File: src/rtl/mc_ctrl_pkg.sv
// Shared encodings for the multi-cycle MIPS controller: FSM states, instruction
// fields, datapath select codes and the decoded instruction class.
package mc_ctrl_pkg;

  typedef enum logic [2:0] {
    S_FETCH  = 3'd0,
    S_DECODE = 3'd1,
    S_EXEC   = 3'd2,
    S_MEM    = 3'd3,
    S_WB     = 3'd4
  } state_e;

  typedef enum logic [3:0] {
    RTYPE_ADDU,
    RTYPE_SUBU,
    ORI,
    LUI,
    LW,
    SW,
    BEQ,
    J,
    JAL,
    JR,
    NOP,
    ILLEGAL
  } instr_cls_e;

  localparam logic [5:0] OP_RTYPE = 6'b000000;
  localparam logic [5:0] OP_ORI   = 6'b001101;
  localparam logic [5:0] OP_LUI   = 6'b001111;
  localparam logic [5:0] OP_LW    = 6'b100011;
  localparam logic [5:0] OP_SW    = 6'b101011;
  localparam logic [5:0] OP_BEQ   = 6'b000100;
  localparam logic [5:0] OP_J     = 6'b000010;
  localparam logic [5:0] OP_JAL   = 6'b000011;

  localparam logic [5:0] FN_ADDU  = 6'b100001;
  localparam logic [5:0] FN_SUBU  = 6'b100011;
  localparam logic [5:0] FN_JR    = 6'b001000;
  localparam logic [5:0] FN_NOP   = 6'b000000;

  localparam logic [1:0] NPC_PC4  = 2'b00;
  localparam logic [1:0] NPC_BR   = 2'b01;
  localparam logic [1:0] NPC_JMP  = 2'b10;
  localparam logic [1:0] NPC_JR   = 2'b11;

  localparam logic [1:0] ALU_ADD  = 2'b00;
  localparam logic [1:0] ALU_SUB  = 2'b01;
  localparam logic [1:0] ALU_OR   = 2'b10;
  localparam logic [1:0] ALU_LUI  = 2'b11;

  localparam logic [1:0] A3_RD    = 2'b00;
  localparam logic [1:0] A3_RT    = 2'b01;
  localparam logic [1:0] A3_RA    = 2'b10;

  localparam logic [1:0] WD_C     = 2'b00;
  localparam logic [1:0] WD_D     = 2'b01;
  localparam logic [1:0] WD_PC4   = 2'b10;
  localparam logic [1:0] WD_IMM   = 2'b11;

endpackage

File: src/rtl/mc_ctrl_dec.sv
// Combinational opcode/funct classifier; anything not recognised is ILLEGAL.
module mc_ctrl_dec
  import mc_ctrl_pkg::*;
(
  input  logic [5:0] opcode,
  input  logic [5:0] funct,
  output instr_cls_e cls
);

  always_comb begin
    cls = ILLEGAL;
    case (opcode)
      OP_RTYPE: begin
        case (funct)
          FN_ADDU: cls = RTYPE_ADDU;
          FN_SUBU: cls = RTYPE_SUBU;
          FN_JR:   cls = JR;
          FN_NOP:  cls = NOP;
          default: cls = ILLEGAL;
        endcase
      end
      OP_ORI:  cls = ORI;
      OP_LUI:  cls = LUI;
      OP_LW:   cls = LW;
      OP_SW:   cls = SW;
      OP_BEQ:  cls = BEQ;
      OP_J:    cls = J;
      OP_JAL:  cls = JAL;
      default: cls = ILLEGAL;
    endcase
  end

endmodule

File: src/rtl/mc_ctrl.sv
// Multi-cycle control FSM: sequences FETCH/DECODE/EXEC/MEM/WB over the shared
// datapath and drives its select/enable codes (Moore, except beq PCWr = Equ).
module mc_ctrl
  import mc_ctrl_pkg::*;
#(
  parameter int MEM_LAT = 1
) (
  input  logic       clk,
  input  logic       reset,
  input  logic [5:0] opcode,
  input  logic [5:0] funct,
  input  logic       Equ,
  output logic       PCWr,
  output logic       IRWr,
  output logic [1:0] NPCOp,
  output logic       GRFWr,
  output logic       DMWr,
  output logic       EXTOp,
  output logic [1:0] ALUOp,
  output logic       BSel,
  output logic [1:0] A3Sel,
  output logic [1:0] WDSel,
  output logic [2:0] state,
  output logic       illegal,
  output logic       instr_done
);

  localparam logic [3:0] MEM_LAST = 4'(MEM_LAT - 1);

  state_e     state_q, state_d;
  logic [3:0] cnt_q, cnt_d;
  instr_cls_e cls;

  // ALU/EXT controls for the current class, reused unchanged in EXEC, MEM and WB
  logic [1:0] alu_op_c;
  logic       bsel_c;
  logic       ext_c;

  mc_ctrl_dec u_dec (
    .opcode (opcode),
    .funct  (funct),
    .cls    (cls)
  );

  always_ff @(posedge clk or negedge reset) begin
    if (!reset) begin
      state_q <= S_FETCH;
      cnt_q   <= '0;
    end else begin
      state_q <= state_d;
      cnt_q   <= cnt_d;
    end
  end

  always_comb begin
    alu_op_c = ALU_ADD;
    bsel_c   = 1'b0;
    ext_c    = 1'b0;
    case (cls)
      RTYPE_SUBU: alu_op_c = ALU_SUB;
      ORI: begin
        alu_op_c = ALU_OR;
        bsel_c   = 1'b1;
      end
      LUI: begin
        alu_op_c = ALU_LUI;
        bsel_c   = 1'b1;
      end
      LW, SW: begin
        bsel_c = 1'b1;
        ext_c  = 1'b1;
      end
      BEQ: begin
        alu_op_c = ALU_SUB;
        ext_c    = 1'b1;
      end
      default: ;
    endcase
  end

  always_comb begin
    state_d    = state_q;
    cnt_d      = cnt_q;
    PCWr       = 1'b0;
    IRWr       = 1'b0;
    NPCOp      = NPC_PC4;
    GRFWr      = 1'b0;
    DMWr       = 1'b0;
    EXTOp      = 1'b0;
    ALUOp      = ALU_ADD;
    BSel       = 1'b0;
    A3Sel      = A3_RD;
    WDSel      = WD_C;
    illegal    = 1'b0;
    instr_done = 1'b0;
    state      = state_q;

    case (state_q)
      S_FETCH: begin
        IRWr    = 1'b1;
        PCWr    = 1'b1;
        NPCOp   = NPC_PC4;
        state_d = S_DECODE;
      end

      S_DECODE: begin
        instr_done = 1'b1;
        state_d    = S_FETCH;
        case (cls)
          J: begin
            PCWr  = 1'b1;
            NPCOp = NPC_JMP;
          end
          JAL: begin
            PCWr  = 1'b1;
            NPCOp = NPC_JMP;
            GRFWr = 1'b1;
            A3Sel = A3_RA;
            WDSel = WD_PC4;
          end
          JR: begin
            PCWr  = 1'b1;
            NPCOp = NPC_JR;
          end
          NOP: ;
          ILLEGAL: illegal = 1'b1;
          default: begin
            instr_done = 1'b0;
            state_d    = S_EXEC;
          end
        endcase
      end

      S_EXEC: begin
        ALUOp = alu_op_c;
        BSel  = bsel_c;
        EXTOp = ext_c;
        case (cls)
          RTYPE_ADDU, RTYPE_SUBU, ORI, LUI: state_d = S_WB;
          LW, SW: state_d = S_MEM;
          BEQ: begin
            NPCOp      = NPC_BR;
            PCWr       = Equ;
            instr_done = 1'b1;
            state_d    = S_FETCH;
          end
          default: state_d = S_FETCH;
        endcase
      end

      S_MEM: begin
        ALUOp = alu_op_c;
        BSel  = bsel_c;
        EXTOp = ext_c;
        DMWr  = (cls == SW) && (cnt_q == 4'd0);
        if (cnt_q == MEM_LAST) begin
          cnt_d = '0;
          if (cls == SW) begin
            instr_done = 1'b1;
            state_d    = S_FETCH;
          end else begin
            state_d = S_WB;
          end
        end else begin
          cnt_d = cnt_q + 4'd1;
        end
      end

      S_WB: begin
        ALUOp      = alu_op_c;
        BSel       = bsel_c;
        EXTOp      = ext_c;
        GRFWr      = 1'b1;
        A3Sel      = (cls == RTYPE_ADDU || cls == RTYPE_SUBU) ? A3_RD : A3_RT;
        WDSel      = (cls == LW) ? WD_D : WD_C;
        instr_done = 1'b1;
        state_d    = S_FETCH;
      end

      default: state_d = S_FETCH;
    endcase

    // Reset low must silence every output at once, not just at the next edge
    if (!reset) begin
      PCWr       = 1'b0;
      IRWr       = 1'b0;
      NPCOp      = '0;
      GRFWr      = 1'b0;
      DMWr       = 1'b0;
      EXTOp      = 1'b0;
      ALUOp      = '0;
      BSel       = 1'b0;
      A3Sel      = '0;
      WDSel      = '0;
      illegal    = 1'b0;
      instr_done = 1'b0;
      state      = '0;
    end
  end

endmodule

File: config.mk
export PLATFORM = sky130hd
export DESIGN_NAME = mc_ctrl
export DESIGN_NICKNAME = d
export VERILOG_FILES = /design/src/rtl/mc_ctrl_pkg.sv /design/src/rtl/mc_ctrl_dec.sv /design/src/rtl/mc_ctrl.sv
export SDC_FILE = /design/constraint.sdc
export NUM_CORES = 1
export LEC_CHECK = 0
export CAP_MARGIN = 20
export CORE_MARGIN = 3
export CORE_UTILIZATION = 41
export DETAILED_ROUTE_END_ITERATION = 8
export PLACE_DENSITY = 0.77
export SLEW_MARGIN = 40
export SYNTH_ARGS = -nofsm -noshare
export SYNTH_HDL_FRONTEND = slang
export SYNTH_SLANG_ARGS = --single-unit
File: constraint.sdc
create_clock -name clk -period 1.85 [get_ports clk]
set_clock_uncertainty 0.2 [all_clocks]
set_input_delay 0.2775 -clock clk [delete_from_list [all_inputs] [get_ports clk]]
set_output_delay 0.2775 -clock clk [all_outputs]
set_load 0.01 [all_outputs]
==> reports/results.ini, run 1 <==
[place]
dp_hpwl_microns = 3033
port_buffers = 33
place_congestion = 0.9310
place_area_sq_um = 1777
dp_slack_ns = -1.385

[critical_path]
arrival_ns = 2.02
rrSetupSlack_ns = 0.04
cp.required_ns = 1.37
cp_max_fo = 2
slowest_stage = dfrtp_1
rr_startpoint = cnt_q[1]
critPathBufInv = 2
critPathCaptureType = output port
path_class = flop to output port
cp-startpoint = cnt_q[1]
path_delay_family = simple AND/OR/NAND/NOR gates
crit_path_start_kind = flop
critPathMaxStageDelay_ns = 0.38
cp_cell_sequence = inv_1, ha_2, nor3b_4, nand2_1, o22ai_2, a21o_1, and3_1, buf_2

[floorplan]
die_w_microns = 55.63
die_y_microns = 55.63
fp.coreArea_sq_um = 2276
start_util = 0.4437
die_area_sq_um = 3094
ios = 34
rows = 17

[power]
powerDensity_nw_per_um2 = 513.9
leakage_nw = 1.006
irDropWorstVdd_v = 0.0006435
power_mw = 1.119

[logic_synthesis]
muxShareOfSynthArea = 0.02230
yosys.area_share.simple = 0.4263
synth_top_family_by_area = simple AND/OR/NAND/NOR gates
ys_seq_area_frac = 0.1735
yosysTopAreaCell = dfrtp_1
synth_cells = 135
synth_edf_count = 0
avgSynthCellArea_sq_um = 7.479
yosysUniqueCellTypes = 53
synth.top_cells.by_area = dfrtp_1, nand3_1, nor2_1, and2_1, nor3_1
yosys.area_share.adder = 0.02478
syn_area_sq_um = 1010
async_flop_share = 1.000
yosys_warnings = 0
synth-seq-cells = 7
synth_top_flop_cell = dfrtp_1
synth-xor-area-share = 0.01735
syn-num-nets = 152
synth_compound_area_frac = 0.2540
yosys.area.top_type_share = 0.1735

[timing]
layout_setup_ws_ns = -0.6447
finalHoldViolations = 0
setup_tns_ns = -7.569
drv_slew = 0
rsz0062_at_grt = true
relSlewSlack = 0.7589
fmax_ghz = 0.4008
fin_crit_sh = 1.349
min_period_ns = 2.495
worst_pin_slew_ns = 0.3606
setup_viol = 16
holdWs_ns = 0.3998

[grt]
grt_use_total = 0.3575
grt_overflow_total = 0
antenna_found_initial = 0
grt_max_degree = 12
first_global_vias = 1731
grt_pass1_wl_microns = 8542

[routing]
avgViaCountPerCell = 6.799
drc = 0
routedWlPerCell_microns = 25.66
wl_met3_microns = 865
first_iter_violations = 163
vias = 1795
wl_met2_microns = 3085
dr.pass1.iters = 5
drt-total-wl_microns = 6774
wl_met1_microns = 2174
dr.max_layer_used = met4
ant_nets = 0

[layout]
finalInstanceArea_sq_um = 2177
synthToLayoutAreaGrowth_pct = 115.6
drive_gt1_frac = 0.6864
antenna_cells = 0
final_common_cell = buf_4
nets = 254
most-common-layout-cells = buf_4, buf_6, buf_2, nor2_1

[run_status]
violations = negative setup slack
outcome = complete, but fails checks

[clock_tree]
htree_levels = 1
cts_tree = yes
cts_num_sinks = 7
insertion_delay_ns = 0.28
cts_buffers = 3
clkTransAtPathRegs_ns = 0.06
cts-root-buf = clkbuf_4
ctsLongestPathBuffers = 2

[worst_hold_path]
min_path_type = primary input to flop
min_from = opcode[3]

[run]
maxCapViolations = 0

## cell type report
type	count	area, sq um
tap	28	35.03
timing repair buffer	106	848.3
clock buffer	4	26.28
fill	56	98.84
multi-input combinational	112	1062
sequential	7	178.9
inverter	7	26.28
## routing by layer
layer / track usage / vias to the layer above
met2: 0.6233 / 201
li1: - / 710
met4: 0.2083 / 0
met5: 0 / -
met1: 0.3909 / 806
met3: 0.08353 / 78
## state kept, by name, summed over array words and instances (netlist names)
register  cells
cnt_q         4
state_q       3
## repair_timing
item	4_1_cts	5_1_grt
endpoints found under the hold margin	7	0
buffers inserted	23	2
gates cloned	1	0
gates resized for setup	160	35
pin swaps	31	10
endpoints found under the setup margin	22	20
hold buffers	1	0
## worst reg2reg max path: stages (launching register included)
cell and delay, ns:
dfrtp_1 0.38, inv_1 0.08, ha_2 0.20, nor3b_4 0.27
buf_4 0.16, buf_4 0.12, nor2_1 0.04, mux2_2 0.25
## kinds of logic (layout without fill, tap and decap cells)
logic type	count (synthesis)	in the layout
XOR/XNOR	2	2
AO/OA/AOI/OAI	33	33
AND/OR/NAND/NOR	73	73
flip-flops	7	7
multiplexers	2	2
buffers and inverters	16	117
adder cells (fa/ha/maj)	2	2
## cells in the mapped netlist, drive strengths merged, types with 2 or more instances
library cell  count
nor2             14
nand3            11
nand2             8
nor3              8
and2              7
dfrtp             7
inv               7
a21oi             6
buf               6
o21a              4
a31oi             3
and3              3
clkbuf            3
nor2b             3
nor3b             3
nor4              3
o21ai             3
o22ai             3
or4               3
a21o              2
and4b             2
ha                2
mux2              2
nand4b            2
o2111ai           2
xor2              2
## worst paths after layout
kind	end	cells after the start
worst max-delay path	DMWr	8
worst min register to register	cnt_q[0]	2
worst max register to register	cnt_q[2]	7
worst min-delay path	state_q[2]	4
max in group asynchronous	state_q[1]	3
min in group asynchronous	state_q[0]	3
## through the flow
stage            util  cells
2_1_floorplan       -    135
3_3_place_gp   0.7806    235
3_5_place_dp   0.7806    235
4_1_cts        0.9049    264
5_1_grt        0.9566    264
6_report       0.9566    264
## where the power goes
part           switching (mW)  total, mW  internal, mW
Clock                  0.0677      0.151        0.0830
Sequential             0.0272      0.198         0.171
Combinational           0.415      0.770         0.355
Total                   0.510       1.12         0.609
No activity file was read; power rests on OpenSTA's default activity.
==> run 2, diff against run 1 <==
Clock period 1.85 ns to 2.05 ns, I/O delays scaled along.
==> reports/results.ini, run 2 (synthesized netlist as in run 1, its figures left out) <==
[floorplan]
die_y_microns = 55.63  ; unchanged
ios = 34  ; unchanged
start_util = 0.4437  ; unchanged
die_w_microns = 55.63  ; unchanged
die_area_sq_um = 3094  ; unchanged
rows = 17  ; unchanged
fp.coreArea_sq_um = 2276  ; unchanged

[routing]
first_iter_violations = 118  ; was 163
dr.pass1.iters = 5  ; unchanged
drt-total-wl_microns = 5480  ; was 6774 microns
vias = 1650  ; was 1795
avgViaCountPerCell = 6.496  ; was 6.799
routedWlPerCell_microns = 21.57  ; was 25.66 microns
ant_nets = 0  ; unchanged
drc = 0  ; unchanged

[clock_tree]
cts-root-buf = clkbuf_4  ; unchanged
ctsLongestPathBuffers = 2  ; unchanged
clkTransAtPathRegs_ns = 0.06  ; about the same
cts_num_sinks = 7  ; unchanged
cts_tree = yes  ; unchanged
insertion_delay_ns = 0.27  ; was 0.28 ns
htree_levels = 1  ; unchanged
cts_buffers = 3  ; unchanged

[layout]
final_util = 0.8966  ; was 0.9566
synthToLayoutAreaGrowth_pct = 102.1  ; was 115.6%
most-common-layout-cells = buf_4, buf_6, buf_2, nor2_1, nand3_1  ; was buf_4, buf_6, buf_2, nor2_1
nets = 244  ; was 254
largest-register = cnt_q  ; unchanged
largest_reg_flops = 4  ; unchanged
drive_gt1_frac = 0.6062  ; was 0.6864
fillCellCount = 100  ; was 56
finalInstanceArea_sq_um = 2041  ; was 2177 sq um
final_common_cell = buf_4  ; unchanged
largest_registers = cnt_q: 4 flops, state_q: 3 flops  ; unchanged
antenna_cells = 0  ; unchanged

[place]
port_buffers = 33  ; unchanged
dp_hpwl_microns = 2846  ; was 3033 microns
place_area_sq_um = 1697  ; was 1777 sq um
place_congestion = 0.9944  ; was 0.9310

[timing]
setup_viol = 14  ; was 16
setup_tns_ns = -4.122  ; was -7.569 ns
fin_crit_sh = 1.195
finalHoldViolations = 0  ; unchanged
holdWs_ns = 0.4479  ; was 0.3998 ns
rsz0062_at_grt = true  ; unchanged
worst_pin_slew_ns = 0.3822  ; was 0.3606 ns
relSlewSlack = 0.7412  ; was 0.7589
layout_setup_ws_ns = -0.4007  ; was -0.6447 ns
drv_slew = 0  ; unchanged
min_period_ns = 2.451
fmax_ghz = 0.4080

[critical_path]
arrival_ns = 1.94  ; was 2.02 ns
cp-startpoint = funct[4]  ; was cnt_q[1]
critPathMaxStageDelay_ns = 0.52  ; was 0.38 ns
cp.required_ns = 1.54  ; was 1.37 ns
slowest_stage = or4_4  ; was dfrtp_1
crit_path_start_kind = primary input  ; was flop
critPathBufInv = 5  ; was 2
path_delay_family = simple AND/OR/NAND/NOR gates  ; unchanged
cp_max_fo = 4  ; was 2
crit_top_cell = buf_6
critPathCaptureType = output port  ; unchanged
path_class = primary input to output port  ; was flop to output port
cp_cell_sequence = buf_6, buf_6, or4_4, nand4_1, buf_4, nand3_4, buf_6, nor3_4, buf_2  ; was inv_1, ha_2, nor3b_4, nand2_1, o22ai_2, a21o_1, and3_1, buf_2
rr_startpoint = state_q[0]  ; was cnt_q[1]

[worst_hold_path]
min_path_type = flop to flop  ; was primary input to flop
min_from = state_q[2]  ; was opcode[3]

[power]
leakage_nw = 0.9625  ; was 1.006 nW
irDropWorstVdd_v = 0.0004208  ; was 0.0006435 V
powerDensity_nw_per_um2 = 428.1  ; was 513.9 nW/um^2

[grt]
grt_max_degree = 10  ; was 12
grt_pass1_wl_microns = 8259  ; was 8542 microns
first_global_vias = 1673  ; was 1731
antenna_found_initial = 0  ; unchanged
grt_use_total = 0.3349  ; was 0.3575
grt_overflow_total = 0  ; unchanged

[run_status]
outcome = complete, but fails checks  ; unchanged
violations = negative setup slack  ; unchanged

[run]
maxCapViolations = 0  ; unchanged

## run 2: metal layers
metal | wire length, microns | GRT usage | part of all wire | vias to the layer above
met5 | 0 | 0 | 0 | -
met1 | 2044 | 0.3832 | 0.37 | 766
met2 | 2623 | 0.5642 | 0.48 | 154
met4 | 293 | 0.2083 | 0.053 | 0
met3 | 518 | 0.06961 | 0.095 | 44
li1 | - | - | - | 686
## run 2: final timing paths
path	to	slack, ns	cells past startpoint
worst max-delay path	WDSel[1]	-0.40	9
worst min-delay path	state_q[1]	0.45	2
worst max register to register	cnt_q[1]	0.44	5
worst min register to register	state_q[1]	0.45	2
max in group asynchronous	state_q[2]	0.76	3
min in group asynchronous	state_q[1]	0.61	3
## run 2: tightest hold or removal path, stage by stage, from the launching register on
cell     delay, ns
dfrtp_2       0.42
buf_4         0.15
a21oi_1       0.04
## run 2: through the flow
stage	power, mW	cells	worst slack, ns
finish	0.8736	254	-0.4007
floorplan	0.3841	135	-0.04720
detailed placement	0.6129	232	-1.160
global route	0.9114	254	-0.4239
CTS	0.7791	251	-0.3309
global placement	0.6044	232	-1.075
## run 2: cell type report
cell class,count,area (sq um),area share
Timing Repair Buffer,96,794.5,0.3893
Clock buffer,4,26.28,0.01288
Sequential cell,7,177.7,0.08706
Tap cell,28,35.03,0.01717
Multi-Input combinational cell,112,980.9,0.4807
Inverter,7,26.28,0.01288
## run 2: repair_timing
action / in CTS / in global routing
setup buffers: 14 / 3
hold endpoints to repair: 7 / 0
setup endpoints to repair: 21 / 17
hold buffers: 1 / 0
pin swaps: 29 / 16
resized for setup: 157 / 31
## run 2: power breakdown
part | switching [mW] | leakage, nW | internal (mW)
clock network | 0.0611 | 0.0150 | 0.0750
logic | 0.300 | 0.855 | 0.263
registers | 0.0225 | 0.0921 | 0.152
total | 0.384 | 0.963 | 0.490
==> run 3, diff against run 2 <==
--- a/config.mk
+++ b/config.mk
@@ -11,3 +11,5 @@
 export DETAILED_ROUTE_END_ITERATION = 8
+export GPL_TIMING_DRIVEN = 0
 export PLACE_DENSITY = 0.77
+export SETUP_SLACK_MARGIN = 0.02
 export SLEW_MARGIN = 40
--- a/constraint.sdc
+++ b/constraint.sdc
@@ -4,2 +4,2 @@
 set_output_delay 0.3075 -clock clk [all_outputs]
-set_load 0.01 [all_outputs]
+set_load 0.005 [all_outputs]
==> reports/results.ini, run 3 (synthesized netlist as in run 1, its figures left out) <==
[run_status]
outcome = complete, but fails checks  ; unchanged
violations = negative setup slack  ; unchanged

[critical_path]
critPathCaptureType = output port  ; unchanged
path_class = primary input to output port  ; unchanged
crit_path_start_kind = primary input  ; unchanged
cp_max_fo = 5  ; was 4
cp.required_ns = 1.54  ; about the same
arrival_ns = 1.90  ; was 1.94 ns

[place]
place_congestion = 0.8784  ; was 0.9944
port_buffers = 32  ; was 33
dp_hpwl_microns = 2254  ; was 2846 microns
dp.cells = 195  ; was 232
dp_slack_ns = -1.200  ; was -1.160 ns

[routing]
drc = 0  ; unchanged
vias = 1478  ; was 1650
first_iter_violations = 90  ; was 118
routedWlPerCell_microns = 19.74  ; was 21.57 microns
drt-total-wl_microns = 4580  ; was 5480 microns
dr.pass1.iters = 5  ; unchanged
ant_nets = 0  ; unchanged
avgViaCountPerCell = 6.371  ; was 6.496

[timing]
fin_crit_sh = 1.177  ; was 1.195
worst_pin_slew_ns = 0.4067  ; was 0.3822 ns
finalHoldViolations = 0  ; unchanged
relSlewSlack = 0.7279  ; was 0.7412
drv_slew = 0  ; unchanged
setup_tns_ns = -3.537  ; was -4.122 ns
layout_setup_ws_ns = -0.3622  ; was -0.4007 ns
holdWs_ns = 0.3630  ; was 0.4479 ns
rsz0062_at_grt = true  ; unchanged
fmax_ghz = 0.4146  ; was 0.4080 GHz
min_period_ns = 2.412  ; was 2.451 ns
setup_viol = 14  ; unchanged

[floorplan]
rows = 17  ; unchanged
die_y_microns = 55.63  ; unchanged
fp.coreArea_sq_um = 2276  ; unchanged
die_area_sq_um = 3094  ; unchanged
start_util = 0.4437  ; unchanged
ios = 34  ; unchanged
die_w_microns = 55.63  ; unchanged

[power]
power_uw = 804.5  ; was 873.6 uW
powerDensity_nw_per_um2 = 441.6  ; was 428.1 nW/um^2
internal_power_uw = 453.5  ; was 489.9 uW
power_frac_comb = 0.614  ; was 0.645
p_clk_frac = 0.171  ; was 0.156
leakage_nw = 0.8502  ; was 0.9625 nW
swShare = 0.4362  ; was 0.4391
p_sw_uw = 350.9  ; was 383.6 uW
seqPwrFrac = 0.215  ; was 0.200
irDropWorstVdd_v = 0.0005648  ; was 0.0004208 V

[clock_tree]
cts_num_sinks = 7  ; unchanged
cts_tree = yes  ; unchanged
cts-root-buf = clkbuf_4  ; unchanged
cts_buffers = 3  ; unchanged
ctsLongestPathBuffers = 2  ; unchanged
insertion_delay_ns = 0.27  ; about the same
clkTransAtPathRegs_ns = 0.07  ; was 0.06 ns
htree_levels = 1  ; unchanged

[grt]
antenna_found_initial = 0  ; unchanged
grt_pass1_wl_microns = 6727  ; was 8259 microns
grt_use_met2 = 0.4578  ; was 0.5642
top_usage_layer = met2  ; unchanged
grt_use_total = 0.2671  ; was 0.3349
grt_overflow_total = 0  ; unchanged
grt_max_degree = 11  ; was 10
first_global_vias = 1408  ; was 1673
grtUsageMet1 = 0.3172  ; was 0.3832
grtUsageMet3 = 0.06265  ; was 0.06961

[layout]
largest_registers = cnt_q: 4 flops, state_q: 3 flops  ; unchanged
antenna_cells = 0  ; unchanged
drive_gt1_frac = 0.5735  ; was 0.6062
nets = 222  ; was 244
synthToLayoutAreaGrowth_pct = 80.42  ; was 102.1%
most-common-layout-cells = buf_4, buf_2, buf_6, nor2_1, nand3_1  ; was buf_4, buf_6, buf_2, nor2_1, nand3_1
final_common_cell = buf_4  ; unchanged
largest_reg_flops = 4  ; unchanged
layout.cells.non_filler = 232  ; was 254
largest-register = cnt_q  ; unchanged

[worst_hold_path]
min_path_type = flop to flop  ; unchanged

[run]
maxCapViolations = 0  ; unchanged

-- run 3: changes by cell type in the layout (fill, tap and decap cells not counted), moves of 2 or more --
cell      previous run  this run
nand3_4              2         0
buf_2               15        22
nor2_4               2         4
buf_6               23        15
o22ai_1              3         1
clkbuf_2             0         2
o22ai_2              0         2
buf_4               50        25
buf_8                1         4
nor2_2               3         1
-- run 3: power groups by stage --
stage	clock [mW]	sequential (mW)	combinational, mW
final	0.138	0.173	0.494
after global routing	0.152	0.174	0.523
after CTS	0.136	0.169	0.414
after detailed placement	0	0.164	0.341
after global placement	0	0.163	0.338
after floorplan	0	0.161	0.204
-- run 3: final cells by class --
type                            instances  area (sq um)
Multi-Input combinational cell        112         955.9
Timing Repair Buffer                   66         516.7
Fill cell                             137         454.2
Sequential cell                         7         177.7
Buffer                                  8         83.83
Tap cell                               28         35.03
Clock buffer                            4         26.28
Inverter                                7         26.28
-- run 3: critical path: stages --
cell     delay [ns]
buf_8          0.10
buf_6          0.12
or4_4          0.55
buf_4          0.18
o21a_1         0.17
buf_4          0.14
a31oi_1        0.18
buf_2          0.14
-- run 3: worst paths after layout --
check	from	to	slack (ns)	cells after the start
worst max register to register	cnt_q[0]	state_q[2]	0.45	6
worst min register to register	cnt_q[3]	cnt_q[3]	0.36	1
min in group asynchronous	reset	state_q[1]	0.45	2
max in group asynchronous	reset	state_q[2]	0.89	2
worst min-delay path	cnt_q[3]	cnt_q[3]	0.36	1
worst max-delay path	opcode[5]	A3Sel[0]	-0.36	8
-- run 3: repair_timing --
action / CTS / global route
gates resized for setup: 168 / 20
pin swaps: 32 / 11
hold endpoints to repair: 7 / 0
setup buffers: 25 / 5
setup endpoints to repair: 20 / 17
hold buffers: 1 / 0
gates cloned: 3 / 0
-- run 3: layer usage --
metal	routed length [microns]	up-vias
met2	2257	108
li1	-	641
met1	1723	705
met5	0	-
met4	152	0
met3	447	24
-- run 3: stage by stage --
stage	util	instance area, sq um
6_report	0.8004	1822
5_1_grt	0.8004	1822
4_1_cts	0.7576	1724
3_5_place_dp	0.6053	1378
3_3_place_gp	0.6053	1378
2_1_floorplan	-	1022
